<file path="config.mk">
export PLATFORM = sky130hd
export DESIGN_NAME = pp_mem_arbiter
export DESIGN_NICKNAME = d
export VERILOG_FILES = /design/src/rtl/pp_mem_arbiter.sv
export SDC_FILE = /design/constraint.sdc
export NUM_CORES = 1
export LEC_CHECK = 0
export BUFFER_PORTS_ARGS = -buffer_cell sky130_fd_sc_hd__clkbuf_2
export CAP_MARGIN = 0
export CORE_ASPECT_RATIO = 1.2
export CORE_MARGIN = 10
export CORE_UTILIZATION = 47
export DETAILED_ROUTE_END_ITERATION = 12
export PLACE_DENSITY = 0.81
export SYNTH_ARGS = -nofsm -noshare
export SYNTH_HDL_FRONTEND = slang
export SYNTH_SLANG_ARGS = --single-unit
export TNS_END_PERCENT = 50
</file>
<file path="constraint.sdc">
create_clock -name clk -period 2.4 [get_ports clk]
set_clock_uncertainty 0.15 [all_clocks]
set_input_delay 0.12 -clock clk [delete_from_list [all_inputs] [get_ports clk]]
set_output_delay 0.12 -clock clk [all_outputs]
set_load 0.02 [all_outputs]
</file>
<file path="src/rtl/pp_mem_arbiter.sv">
`default_nettype none
// ============================================================================
// Module   : pp_mem_arbiter
// Brief    : Shares one external memory bus between the fetch (I) and the
//            memory-stage (D) ports. One transaction is outstanding at a time.
//            Priority alternates between the ports under contention. All
//            bus-side outputs are registered. A response for a fetch that was
//            withdrawn in flight is dropped.
// Revision : 1.0 - initial release
// ============================================================================
module pp_mem_arbiter #(
    parameter int ADDR_WIDTH = 32,
    parameter int DATA_WIDTH = 32
) (
    input  logic                  clk,
    input  logic                  reset_n,
    // fetch port
    input  logic [ADDR_WIDTH-1:0] imem_address,
    input  logic                  imem_req,
    output logic [DATA_WIDTH-1:0] imem_data_out,
    output logic                  imem_ack,
    // data port
    input  logic [ADDR_WIDTH-1:0] dmem_address,
    input  logic [DATA_WIDTH-1:0] dmem_data_in,
    input  logic [1:0]            dmem_data_size,
    input  logic                  dmem_read_req,
    input  logic                  dmem_write_req,
    output logic [DATA_WIDTH-1:0] dmem_data_out,
    output logic                  dmem_read_ack,
    output logic                  dmem_write_ack,
    // external memory bus
    output logic [ADDR_WIDTH-1:0] m_address,
    output logic [DATA_WIDTH-1:0] m_data_out,
    output logic [1:0]            m_data_size,
    output logic                  m_read_req,
    output logic                  m_write_req,
    input  logic [DATA_WIDTH-1:0] m_data_in,
    input  logic                  m_read_ack,
    input  logic                  m_write_ack
);

    typedef enum logic [1:0] {
        ST_IDLE   = 2'd0,
        ST_BUSY_I = 2'd1,
        ST_BUSY_D = 2'd2,
        ST_RESP   = 2'd3
    } state_t;

    localparam logic       GRANT_I   = 1'b0;
    localparam logic       GRANT_D   = 1'b1;
    localparam logic [1:0] SIZE_WORD = 2'd2;

    state_t                state_q, state_d;
    logic                  last_grant_q, last_grant_d;
    logic                  abort_q, abort_d;
    logic [ADDR_WIDTH-1:0] m_address_q, m_address_d;
    logic [DATA_WIDTH-1:0] m_data_out_q, m_data_out_d;
    logic [1:0]            m_data_size_q, m_data_size_d;
    logic                  m_read_req_q, m_read_req_d;
    logic                  m_write_req_q, m_write_req_d;
    logic [DATA_WIDTH-1:0] imem_data_q, imem_data_d;
    logic [DATA_WIDTH-1:0] dmem_data_q, dmem_data_d;
    logic                  imem_ack_q, imem_ack_d;
    logic                  dmem_read_ack_q, dmem_read_ack_d;
    logic                  dmem_write_ack_q, dmem_write_ack_d;

    logic                  w_d_pend;
    logic                  w_grant_d;
    logic                  w_abort;

    // D wins when it is the only requester or when I was granted last
    assign w_d_pend  = dmem_read_req | dmem_write_req;
    assign w_grant_d = w_d_pend & (~imem_req | (last_grant_q == GRANT_I));
    // a withdrawal seen in the ack cycle itself must also suppress the ack
    assign w_abort   = abort_q | ~imem_req;

    // Next-state and registered-output logic
    always_comb begin
        state_d          = state_q;
        last_grant_d     = last_grant_q;
        abort_d          = abort_q;
        m_address_d      = m_address_q;
        m_data_out_d     = m_data_out_q;
        m_data_size_d    = m_data_size_q;
        m_read_req_d     = m_read_req_q;
        m_write_req_d    = m_write_req_q;
        imem_data_d      = imem_data_q;
        dmem_data_d      = dmem_data_q;
        imem_ack_d       = 1'b0;
        dmem_read_ack_d  = 1'b0;
        dmem_write_ack_d = 1'b0;

        case (state_q)
            ST_IDLE: begin
                if (w_grant_d) begin
                    m_address_d   = dmem_address;
                    m_data_out_d  = dmem_data_in;
                    m_data_size_d = dmem_data_size;
                    // read+write together is treated as a write
                    m_write_req_d = dmem_write_req;
                    m_read_req_d  = ~dmem_write_req;
                    last_grant_d  = GRANT_D;
                    state_d       = ST_BUSY_D;
                end else if (imem_req) begin
                    m_address_d   = imem_address;
                    m_data_size_d = SIZE_WORD;
                    m_read_req_d  = 1'b1;
                    m_write_req_d = 1'b0;
                    last_grant_d  = GRANT_I;
                    state_d       = ST_BUSY_I;
                end
            end
            ST_BUSY_I: begin
                abort_d = w_abort;
                if (m_read_ack) begin
                    m_read_req_d = 1'b0;
                    if (!w_abort) begin
                        imem_data_d = m_data_in;
                        imem_ack_d  = 1'b1;
                    end
                    state_d = ST_RESP;
                end
            end
            ST_BUSY_D: begin
                if (m_write_req_q && m_write_ack) begin
                    m_write_req_d    = 1'b0;
                    dmem_write_ack_d = 1'b1;
                    state_d          = ST_RESP;
                end else if (m_read_req_q && m_read_ack) begin
                    m_read_req_d    = 1'b0;
                    dmem_data_d     = m_data_in;
                    dmem_read_ack_d = 1'b1;
                    state_d         = ST_RESP;
                end
            end
            ST_RESP: begin
                abort_d = 1'b0;
                state_d = ST_IDLE;
            end
            default: begin
                state_d = ST_IDLE;
            end
        endcase
    end

    // State and output registers, cleared asynchronously
    always_ff @(posedge clk or negedge reset_n) begin
        if (!reset_n) begin
            state_q          <= ST_IDLE;
            last_grant_q     <= GRANT_I;
            abort_q          <= 1'b0;
            m_address_q      <= '0;
            m_data_out_q     <= '0;
            m_data_size_q    <= '0;
            m_read_req_q     <= 1'b0;
            m_write_req_q    <= 1'b0;
            imem_data_q      <= '0;
            dmem_data_q      <= '0;
            imem_ack_q       <= 1'b0;
            dmem_read_ack_q  <= 1'b0;
            dmem_write_ack_q <= 1'b0;
        end else begin
            state_q          <= state_d;
            last_grant_q     <= last_grant_d;
            abort_q          <= abort_d;
            m_address_q      <= m_address_d;
            m_data_out_q     <= m_data_out_d;
            m_data_size_q    <= m_data_size_d;
            m_read_req_q     <= m_read_req_d;
            m_write_req_q    <= m_write_req_d;
            imem_data_q      <= imem_data_d;
            dmem_data_q      <= dmem_data_d;
            imem_ack_q       <= imem_ack_d;
            dmem_read_ack_q  <= dmem_read_ack_d;
            dmem_write_ack_q <= dmem_write_ack_d;
        end
    end

    assign m_address      = m_address_q;
    assign m_data_out     = m_data_out_q;
    assign m_data_size    = m_data_size_q;
    assign m_read_req     = m_read_req_q;
    assign m_write_req    = m_write_req_q;
    assign imem_data_out  = imem_data_q;
    assign imem_ack       = imem_ack_q;
    assign dmem_data_out  = dmem_data_q;
    assign dmem_read_ack  = dmem_read_ack_q;
    assign dmem_write_ack = dmem_write_ack_q;

endmodule
`default_nettype wire

</file>
==> results of run 1 <==
flip-flops by register name (all words and copies together) (netlist names):
signal	flops
m_read_req	1
dmem_write_ack	1
dmem_read_ack	1
m_address	32
state_q	2
dmem_data_out	32
m_data_size	2
imem_data_out	32
m_data_out	32
abort_q	1
last_grant_q	1
imem_ack	1
m_write_req	1
power by group through the flow:
stage	clock, µW	combinational [µW]	sequential [µW]
floorplan	0	1940	5490
global placement	0	5020	4120
detailed placement	0	5190	4200
CTS	2780	5460	4200
global route	2900	5980	4400
finish	2740	5580	4300
through the flow:
step / hold slack (ns) / util [%] / instance area [µm²]
floorplan: -0.3256 / - / 5751
global placement: -0.1504 / 60.43 / 7286
detailed placement: -0.1471 / 60.43 / 7286
CTS: 0.006168 / 76.93 / 9275
global route: 0.06979 / 76.98 / 9281
finish: 0.06917 / 76.98 / 9281
cells by family after synthesis:
family          Yosys count
mux                     101
simple gates            145
fa+ha+maj                 7
flops                   139
compound gates           45
buf+inv                  29
worst min-delay path, cell delays in order:
cell      delay (ns)
clkbuf_2        0.18
inv_2           0.11
a21oi_1         0.09
nor2_1          0.08
cell type report:
cell class / count / area [µm²]
repair buffers: 413 / 2820
flip-flops and latches: 139 / 3478
inverters: 6 / 22.52
fillers: 690 / 2775
multi-input cells: 298 / 2131
well taps: 161 / 201.4
clock inverters: 12 / 161.4
clock buffers: 20 / 466.7
routing by layer:
| layer | global-route usage, % | vias up | routed length, µm |
|---|---|---|---|
| met5 | 0 | - | 0 |
| met4 | 10.37 | 0 | 655 |
| met3 | 10.55 | 53 | 2226 |
| met2 | 43.75 | 313 | 10950 |
| met1 | 25.16 | 2557 | 7242 |
| li1 | - | 2375 | - |
worst min path at each step:
stage	endpoint	slack [ns]
6_report	abort_q$_DFFE_PN0P_	0.07
5_1_grt	abort_q$_DFFE_PN0P_	0.07
4_1_cts	abort_q$_DFFE_PN0P_	0.006
3_5_place_dp	dmem_data_out[17]$_DFFE_PN0P_	-0.15
3_3_place_gp	dmem_data_out[17]$_DFFE_PN0P_	-0.15
2_1_floorplan	abort_q$_DFFE_PN0P_	-0.33
Yosys cell counts (all sizes together):
| cell | n | area share, % |
|---|---|---|
| and3 | 1 | 0.11 |
| mux2 | 67 | 15 |
| nor2 | 3 | 0.20 |
| buf | 16 | 1.9 |
| a31oi | 1 | 0.11 |
| mux2i | 34 | 5.9 |
| ha | 7 | 1.5 |
| nand4 | 1 | 0.11 |
| dfrtp | 139 | 60 |
| nand4b | 1 | 0.15 |
| o21ai | 34 | 3.0 |
| inv | 6 | 0.39 |
| a32o | 2 | 0.35 |
| clkbuf | 7 | 0.46 |
| a22o | 1 | 0.15 |
| a21oi | 4 | 0.41 |
| nand3 | 2 | 0.17 |
| nand2 | 136 | 9.0 |
| nor2b | 1 | 0.11 |
| a211oi | 1 | 0.13 |
| o31ai | 2 | 0.35 |
what timing repair did:
action / CTS / global route
gates resized for setup: 0 / 2
hold buffers: 135 / 0
setup endpoints to repair: 0 / 32
hold endpoints to repair: 271 / 0
==> results.md, run 1 <==
- Status: finished, final reports clean
- Cells after Synth: 466
- Synth Cell Area: 0.005751 mm²
- Cell mode on critical path: dlygate4sd3_1
- Share of layout cells above drive strength 1: 38.96%
- Critical path depth: 8
- Synth Area in Simple Gates: 9.856%
- Final wirelength: 21.07 mm
- Seq pwr share: 34.1%
- Net Sw Power: 5169 µW
- Max Clock Freq: ~430 MHz
- Total gr overflow: 0
- Crit path cell chain: dlygate4sd3_1, clkbuf_2, nor2_1, a21oi_4, clkbuf_8, mux2i_1, dlygate4sd3_1, o21ai_1
- Setup WS pre-CTS: 0.3023 ns
- Final Hold Vio Count: 0
- Initial DRC count: approximately 360
- Multiplexer share of the synthesized area: 20.93%
- Peak supply drop: 721.1 µV
- Worst hold start: imem_req
- Clock Sinks: 139
- # DRC: 0
- Critical Path Source: dmem_read_req
- Most common cell after layout, fill and taps aside: clkbuf_2
- Synth Area in Adders: 1.523%
- Clk_lat worst skew: 0.41 ns
- H-Tree Depth: 4
- Site row count: 44
- Slowest cell on the critical path: dlygate4sd3_1
- Synth warnings: 0
- Die Span X: 121.0 µm
- Vias in the first global route: 6015
- Sw Ratio: about two fifths
- Setup TNS: 0 ns
- WHS Path Cells: 4
- Max-cap check violation count: 0
- Num CTS Buffers: 17
- Root buffer cell: clkbuf_16
- Xor and xnor area share after synthesis: 0%
- Complex-gate fraction of the synthesized area: 4.460%
- Register area share after synthesis: 60.49%
- Vias/cell: 5.051
- Minimum clock period after layout: 2.350 ns
- Setup bufs post-CTS: 0
- Die Height: 141.2 µm
- Die footprint: 0.01708 mm²
- Final number of setup-violating endpoints: 0
- Worst R2R Path Depth: 6
- Final slew viol count: 0
- Commonest cells after routing, fill and taps aside: clkbuf_2, dfrtp_1, nand2_1
- Avg WL per Cell: 20.09 µm
- Crit path capture type: flop
- Syn-to-layout area delta: 61.40%
- Crit-path max cell delay: 0.60 ns
- Worst r2r dst: last_grant_q$_DFFE_PN0P_
- Post-DP HPWL: 12.99 mm
- Vias: 5298
- CP Buf/Inv Count: 4
- RSZ-0062 raised after global routing: no
- Max Root-Sink Buffers: 2
- Starting density of the core: 47.70%
- P per Cell Area: 1360 mW/mm²
- Largest net degree at the start of global routing: 67
- RePlAce Congestion: 0.7905
- Power Internal: roughly 7500 µW
- CP Max Fanout: 36
- Mapped Nets: 610
- Cell family with most CP delay: buffers and inverters
- Crit Path Category: in -> reg
- Lkg Pwr: between 0.004 and 0.005 µW
- First drt pass iteration count: 6
- Post-Place Cells: 882
- Startpoint types: input port
- Post-synth cell types: 28
- Clock tree from TritonCTS: done
- PortBufs: 271
- Synth Register Bits: 139
- Pwr Total: 12620 µW
- CP endpoint: m_address[0]$_DFFE_PN0P_
- Crit path DAT: 2.48 ns
- # nets final: 1019
- Tcrit/Tclk final: 97.93%
- Worst R2R Setup Slack: 0.07 ns
- Worst-margin pin slew: 0.6111 ns
- Final setup margin: 0.04970 ns
- Antenna fix cells: 0
- Reg clk slew, reported paths: 0.06 ns
- Area of the core: 0.01206 mm²
- Final std cells w/o fill: 1049
- Required @ worst endpoint: 2.53 ns
- Final ANT Viol Nets: 0
- Initial antenna violation count: 0
- Clk pwr share: 21.7%
- Syn avg cell area: 12.34 µm²
- Reg2reg start: state_q[1]$_DFFE_PN0P_
- Largest family of logic cells by synthesized area: multiplexers
- Global-route wire length before repair: approximately 33 mm
- Worst min path class: in -> reg
- Combinational share of power: roughly 44%
- # IOs: between 200 and 300
- Gr usage total: 24.90%
- Slew headroom: slightly below 60%
(Power assumes the default switching activity.)
==> run 2: changes to the inputs <==
==> constraint.sdc (replaced) <==
create_clock -name clk -period 2.2 [get_ports clk]
set_clock_uncertainty 0.15 [all_clocks]
set_input_delay 0.11 -clock clk [delete_from_list [all_inputs] [get_ports clk]]
set_output_delay 0.11 -clock clk [all_outputs]
set_load 0.02 [all_outputs]
==> run 2 against run 1 <==
Against the previous run:
- final cell count increased by 0.38%
- die area unchanged
- core utilization increased by 0.073 points
- largest power group unchanged
- clock power increased by 3%
- via count increased by 0.23%
- clock-buffer cell count unchanged
- largest cell class unchanged
==> results.md, run 2 (synthesized netlist as in run 1, its figures left out) <==
- Status: finished, final reports clean
- Most common cell after layout, fill and taps aside: clkbuf_2
- Starting density of the core: 47.70%
- # nets final: 1022
- Startpoint types: flop
- Post-DP HPWL: 12.92 mm
- Worst min path class: in -> reg
- Crit path capture type: flop
- Die footprint: about 0.017 mm²
- Vias/cell: around 5
- Largest net degree at the start of global routing: 69
- Avg WL per Cell: 20.07 µm
- Pwr Total: 13610 µW
- Net Sw Power: 5615 µW
- Clk pwr share: 20.8%
- Final slew viol count: 0
- Setup TNS: 0 ns
- Initial antenna violation count: 1
- Slew headroom: between 60% and 70%
- Power Internal: 7991 µW
- Total gr overflow: 0
- Crit path cell chain: inv_1, ha_1, a32o_1, a211oi_1, mux2_1
- Combinational share of power: 44.9%
- Area of the core: 0.01206 mm²
- Clock Sinks: 139
- Cell family with most CP delay: compound AO/OA/AOI/OAI gates
- Reg clk slew, reported paths: 0.06 ns
- Commonest cells after routing, fill and taps aside: clkbuf_2, dfrtp_1, nand2_1, dlygate4sd3_1, mux2_1
- Clock tree from TritonCTS: done
- Seq pwr share: roughly 34%
- Max Clock Freq: 465.8 MHz
- Slowest cell on the critical path: dfrtp_1
- Final core occ: 77.05%
- Tcrit/Tclk final: between 90% and 100%
- Global-route wire length before repair: 33.21 mm
- Final Hold Vio Count: 0
- Die Span X: ~120 µm
- Post-CTS resize count: 0
- First drt pass iteration count: 4
- Clk_lat worst skew: 0.41 ns
- Lkg Pwr: 0.004995 µW
- Vias in the first global route: 5984
- Final number of setup-violating endpoints: 0
- Num CTS Buffers: 17
- Vias: 5310
- Share of layout cells above drive strength 1: 38.83%
- Initial DRC count: between 300 and 400
- Sw Ratio: 41.27%
- Site row count: 44
- PortBufs: 271
- Max Root-Sink Buffers: 2
- Max-cap check violation count: 0
- Peak supply drop: 724.6 µV
- Worst-margin pin slew: approximately 0.58 ns
- CP Max Fanout: 6
- Root buffer cell: clkbuf_16
- Gr usage total: 24.76%
- # DRC: 0
- Final wirelength: 21.13 mm
- Final ANT Viol Nets: 0
- P per Cell Area: 1465 mW/mm²
- CP Buf/Inv Count: 1
- # IOs: 272
- Crit Path Category: reg -> reg
- Minimum clock period after layout: 2.147 ns
- H-Tree Depth: 4
- Syn-to-layout area delta: 61.55%
- Required @ worst endpoint: roughly 2.3 ns
- Fill count: 670
- Die Height: approximately 140 µm
- Crit path DAT: 2.28 ns
- RePlAce Congestion: 0.8231
- Crit-path max cell delay: 0.44 ns
- RSZ-0062 raised after global routing: no
==> run 2: final cells by class <==
class / instances / area [µm²] / share of cell area, %
diodes: 1 / 2.502 / 0.02694
clock buffers: 20 / 446.7 / 4.808
clock inverters: 12 / 138.9 / 1.495
inverters: 6 / 22.52 / 0.2424
multi-input cells: 298 / 2131 / 22.94
flip-flops and latches: 139 / 3478 / 37.44
well taps: 161 / 201.4 / 2.168
repair buffers: 416 / 2869 / 30.88
==> run 2: path summary, 6_finish.rpt <==
check                                              startpoint                       endpoint  slack [ns]  cells after the start
min in group asynchronous                             reset_n  imem_data_out[20]$_DFFE_PN0P_        0.56                      3
worst min-delay path                                 imem_req            abort_q$_DFFE_PN0P_        0.07                      4
worst max-delay path                   state_q[0]$_DFFE_PN0P_         m_read_req$_DFFE_PN0P_        0.05                      5
max in group asynchronous                             reset_n  imem_data_out[13]$_DFFE_PN0P_        0.57                      4
worst max register to register         state_q[0]$_DFFE_PN0P_         m_read_req$_DFFE_PN0P_        0.05                      5
worst min register to register  imem_data_out[28]$_DFFE_PN0P_  imem_data_out[28]$_DFFE_PN0P_        0.33                      2
==> run 2: power groups by stage <==
| stage | Combinational (µW) | Sequential, µW | Clock (µW) |
|---|---|---|---|
| 2_1_floorplan | 2120 | 5990 | 0 |
| 3_3_place_gp | 5500 | 4510 | 0 |
| 3_5_place_dp | 5680 | 4600 | 0 |
| 4_1_cts | 5970 | 4580 | 2860 |
| 5_1_grt | 6550 | 4770 | 2990 |
| 6_report | 6110 | 4660 | 2830 |
==> run 2: through the flow <==
step                      hold WS (ns)  instance area (µm²)  std cells  worst slack, ns
after global routing           0.09940                 9290       1053         0.003851
after global placement         -0.1392                 7318        883           0.2819
after floorplan                -0.3356                 5751        466           0.3644
after CTS                      0.02677                 9255       1050          0.08510
final                          0.06502                 9290       1053          0.05311
after detailed placement       -0.1399                 7318        883           0.1438
==> run 2: timing repair <==
action | 4_1_cts | 5_1_grt
buffers inserted | 0 | 1
endpoints found under the hold margin | 271 | 0
setup endpoints to repair | 0 | 14
hold buffers | 135 | 0
==> run 2: worst reg2reg max path, stage by stage, from the launching register on <==
cell	delay, ns
dfrtp_1	0.44
inv_1	0.14
ha_1	0.35
a32o_1	0.29
a211oi_1	0.31
mux2_1	0.36
==> run 2: metal layers <==
layer	wire length [µm]	vias up	track usage, %
met4	514	0	9.033
met3	2316	46	10.95
li1	-	2392	-
met1	7482	2556	26.37
met5	0	-	0
met2	10820	316	42.23
==> run 3: changes to the inputs <==
--- a/config.mk
+++ b/config.mk
@@ -6,9 +6,8 @@
 export NUM_CORES = 1
 export LEC_CHECK = 0
 export BUFFER_PORTS_ARGS = -buffer_cell sky130_fd_sc_hd__clkbuf_2
-export CAP_MARGIN = 0
+export CAP_MARGIN = 5
 export CORE_ASPECT_RATIO = 1.2
-export CORE_MARGIN = 10
 export CORE_UTILIZATION = 47
 export DETAILED_ROUTE_END_ITERATION = 12
 export PLACE_DENSITY = 0.81
==> run 3 against run 2 <==
Against the previous run:
- global-route usage is 6.9 points higher
- fmax is 0.22% higher
- highest routed layer unchanged
- core utilization is 2.0 points higher
- die area is 26% lower
- clock-buffer cell count is 3 lower
==> results.md, run 3 (synthesized netlist as in run 1, its figures left out) <==
- Post-DP HPWL: 10.64 mm
- Syn-to-layout area delta: 61.18%
- Site row count: 43
- # nets final: 1019
- Worst-margin pin slew: 0.6134 ns
- Vias: 5413
- Setup TNS: 0 ns
- Die Height: 123.2 µm
- First drt pass iteration count: 6
- Setup bufs post-CTS: 0
- H-Tree Depth: 4
- Max-cap check violation count: 0
- M1 wire length: 6.746 mm
- Slowest cell on the critical path: dlygate4sd3_1
- Num CTS Buffers: 17
- Commonest cells after routing, fill and taps aside: clkbuf_2, dfrtp_1, nand2_1
- Final slew viol count: 0
- P per Cell Area: around 1500 mW/mm²
- Fill count: between 600 and 700
- Root buffer cell: clkbuf_16
- Vias in the first global route: between 5000 and 6000
- Final Hold Vio Count: 0
- Minimum clock period after layout: 2.142 ns
- Clock Sinks: 139
- Final ANT Viol Nets: 0
- Clock tree from TritonCTS: done
- Post-Place Cells: 878
- RePlAce Congestion: between 0.8 and 0.9
- Max Root-Sink Buffers: 2
- CP Max Fanout: 18
- Final number of setup-violating endpoints: 0
- Final std cells w/o fill: 1045
- Startpoint types: flop
- Status: finished, final reports clean
- Largest net degree at the start of global routing: 94
- Lkg Pwr: ~0.0050 µW
- Global-route wire length before repair: 29.28 mm
- Die Span X: just over 100 µm
- Pwr Total: approximately 14000 µW
- Gr usage total: 31.65%
- Starting density of the core: 49.03%
- Area of the core: 0.01173 mm²
- Highest Signal Layer: met4
- Vias/cell: 5.180
- Max Clock Freq: 466.8 MHz
- Crit path capture type: flop
- # DRC: 0
- Clk_lat worst skew: 0.41 ns
- Slew headroom: between 50% and 60%
- Antenna fix cells: 0
- Crit path DAT: 2.26 ns
- WL met3: 1.568 mm
- Required @ worst endpoint: 2.31 ns
- Hold Slack: 0.04360 ns
- Tcrit/Tclk final: 97.37%
- Final wirelength: 19.71 mm
- Crit path cell chain: a21oi_4, buf_12, mux2i_1, dlygate4sd3_1, o21ai_1
- Most common cell after layout, fill and taps aside: clkbuf_2
- Die footprint: 0.01268 mm²
- Crit Path Category: reg -> reg
- Total gr overflow: 0
- Peak supply drop: 730.7 µV
- Avg WL per Cell: 18.86 µm
- PortBufs: 271
- Initial antenna violation count: 0
- Share of layout cells above drive strength 1: between 30% and 40%
- Crit-path max cell delay: 0.60 ns
- # IOs: 272
- Worst min path class: in -> reg
- Reg clk slew, reported paths: ~0.070 ns
- Initial DRC count: 236
- Metal2 WL: ~10 mm
==> run 3: power by group <==
group	internal, µW	switching, µW
clock	1620	1250
combinational	2470	3640
sequential	3820	841
==> run 3: layout make-up <==
cell class	count	area, µm²	area share, %
Inverter	6	22.52	0.2430
Sequential cell	139	3478	37.53
Multi-Input combinational cell	298	2133	23.02
Timing Repair Buffer	413	2844	30.68
Clock buffer	17	425.4	4.590
Tap cell	157	196.4	2.119
Clock inverter	15	168.9	1.822
==> run 3: repair_timing <==
action,4_1_cts,5_1_grt
gates resized for setup,0,1
hold endpoints to repair,270,0
endpoints found under the setup margin,0,6
hold buffers,134,0
==> run 3: metal layers <==
layer / global-route usage [%] / vias up
met4: 18.84 / 0
met5: 0 / -
met1: 32.38 / 2624
met2: 57.25 / 323
met3: 8.253 / 80
li1: - / 2386
==> run 3: metrics by stage <==
stage | worst slack [ns] | cell area, µm² | utilization [%]
3_5_place_dp | 0.1906 | 7306 | 62.29
5_1_grt | -0.003300 | 9269 | 79.03
3_3_place_gp | 0.2637 | 7306 | 62.29
2_1_floorplan | 0.3644 | 5751 | -
6_report | 0.05782 | 9269 | 79.03
4_1_cts | 0.04095 | 9241 | 78.79
==> run 3: worst paths after layout <==
check,from,depth (start not counted),end,slack [ns]
worst min register to register,imem_data_out[16]$_DFFE_PN0P_,2,imem_data_out[16]$_DFFE_PN0P_,0.33
min in group asynchronous,reset_n,3,dmem_data_out[1]$_DFFE_PN0P_,0.12
worst min-delay path,imem_req,4,abort_q$_DFFE_PN0P_,0.04
worst max register to register,last_grant_q$_DFFE_PN0P_,5,m_address[9]$_DFFE_PN0P_,0.06
worst max-delay path,last_grant_q$_DFFE_PN0P_,5,m_address[9]$_DFFE_PN0P_,0.06
max in group asynchronous,reset_n,3,m_address[0]$_DFFE_PN0P_,1.27
==> run 3: critical path: cells and delay by family (launching register included) <==
kind	cells	cell delay (ns)
buffers and inverters	2	0.83
DFF	1	0.42
AOI/OAI and AO/OA	2	0.38
muxes	1	0.21
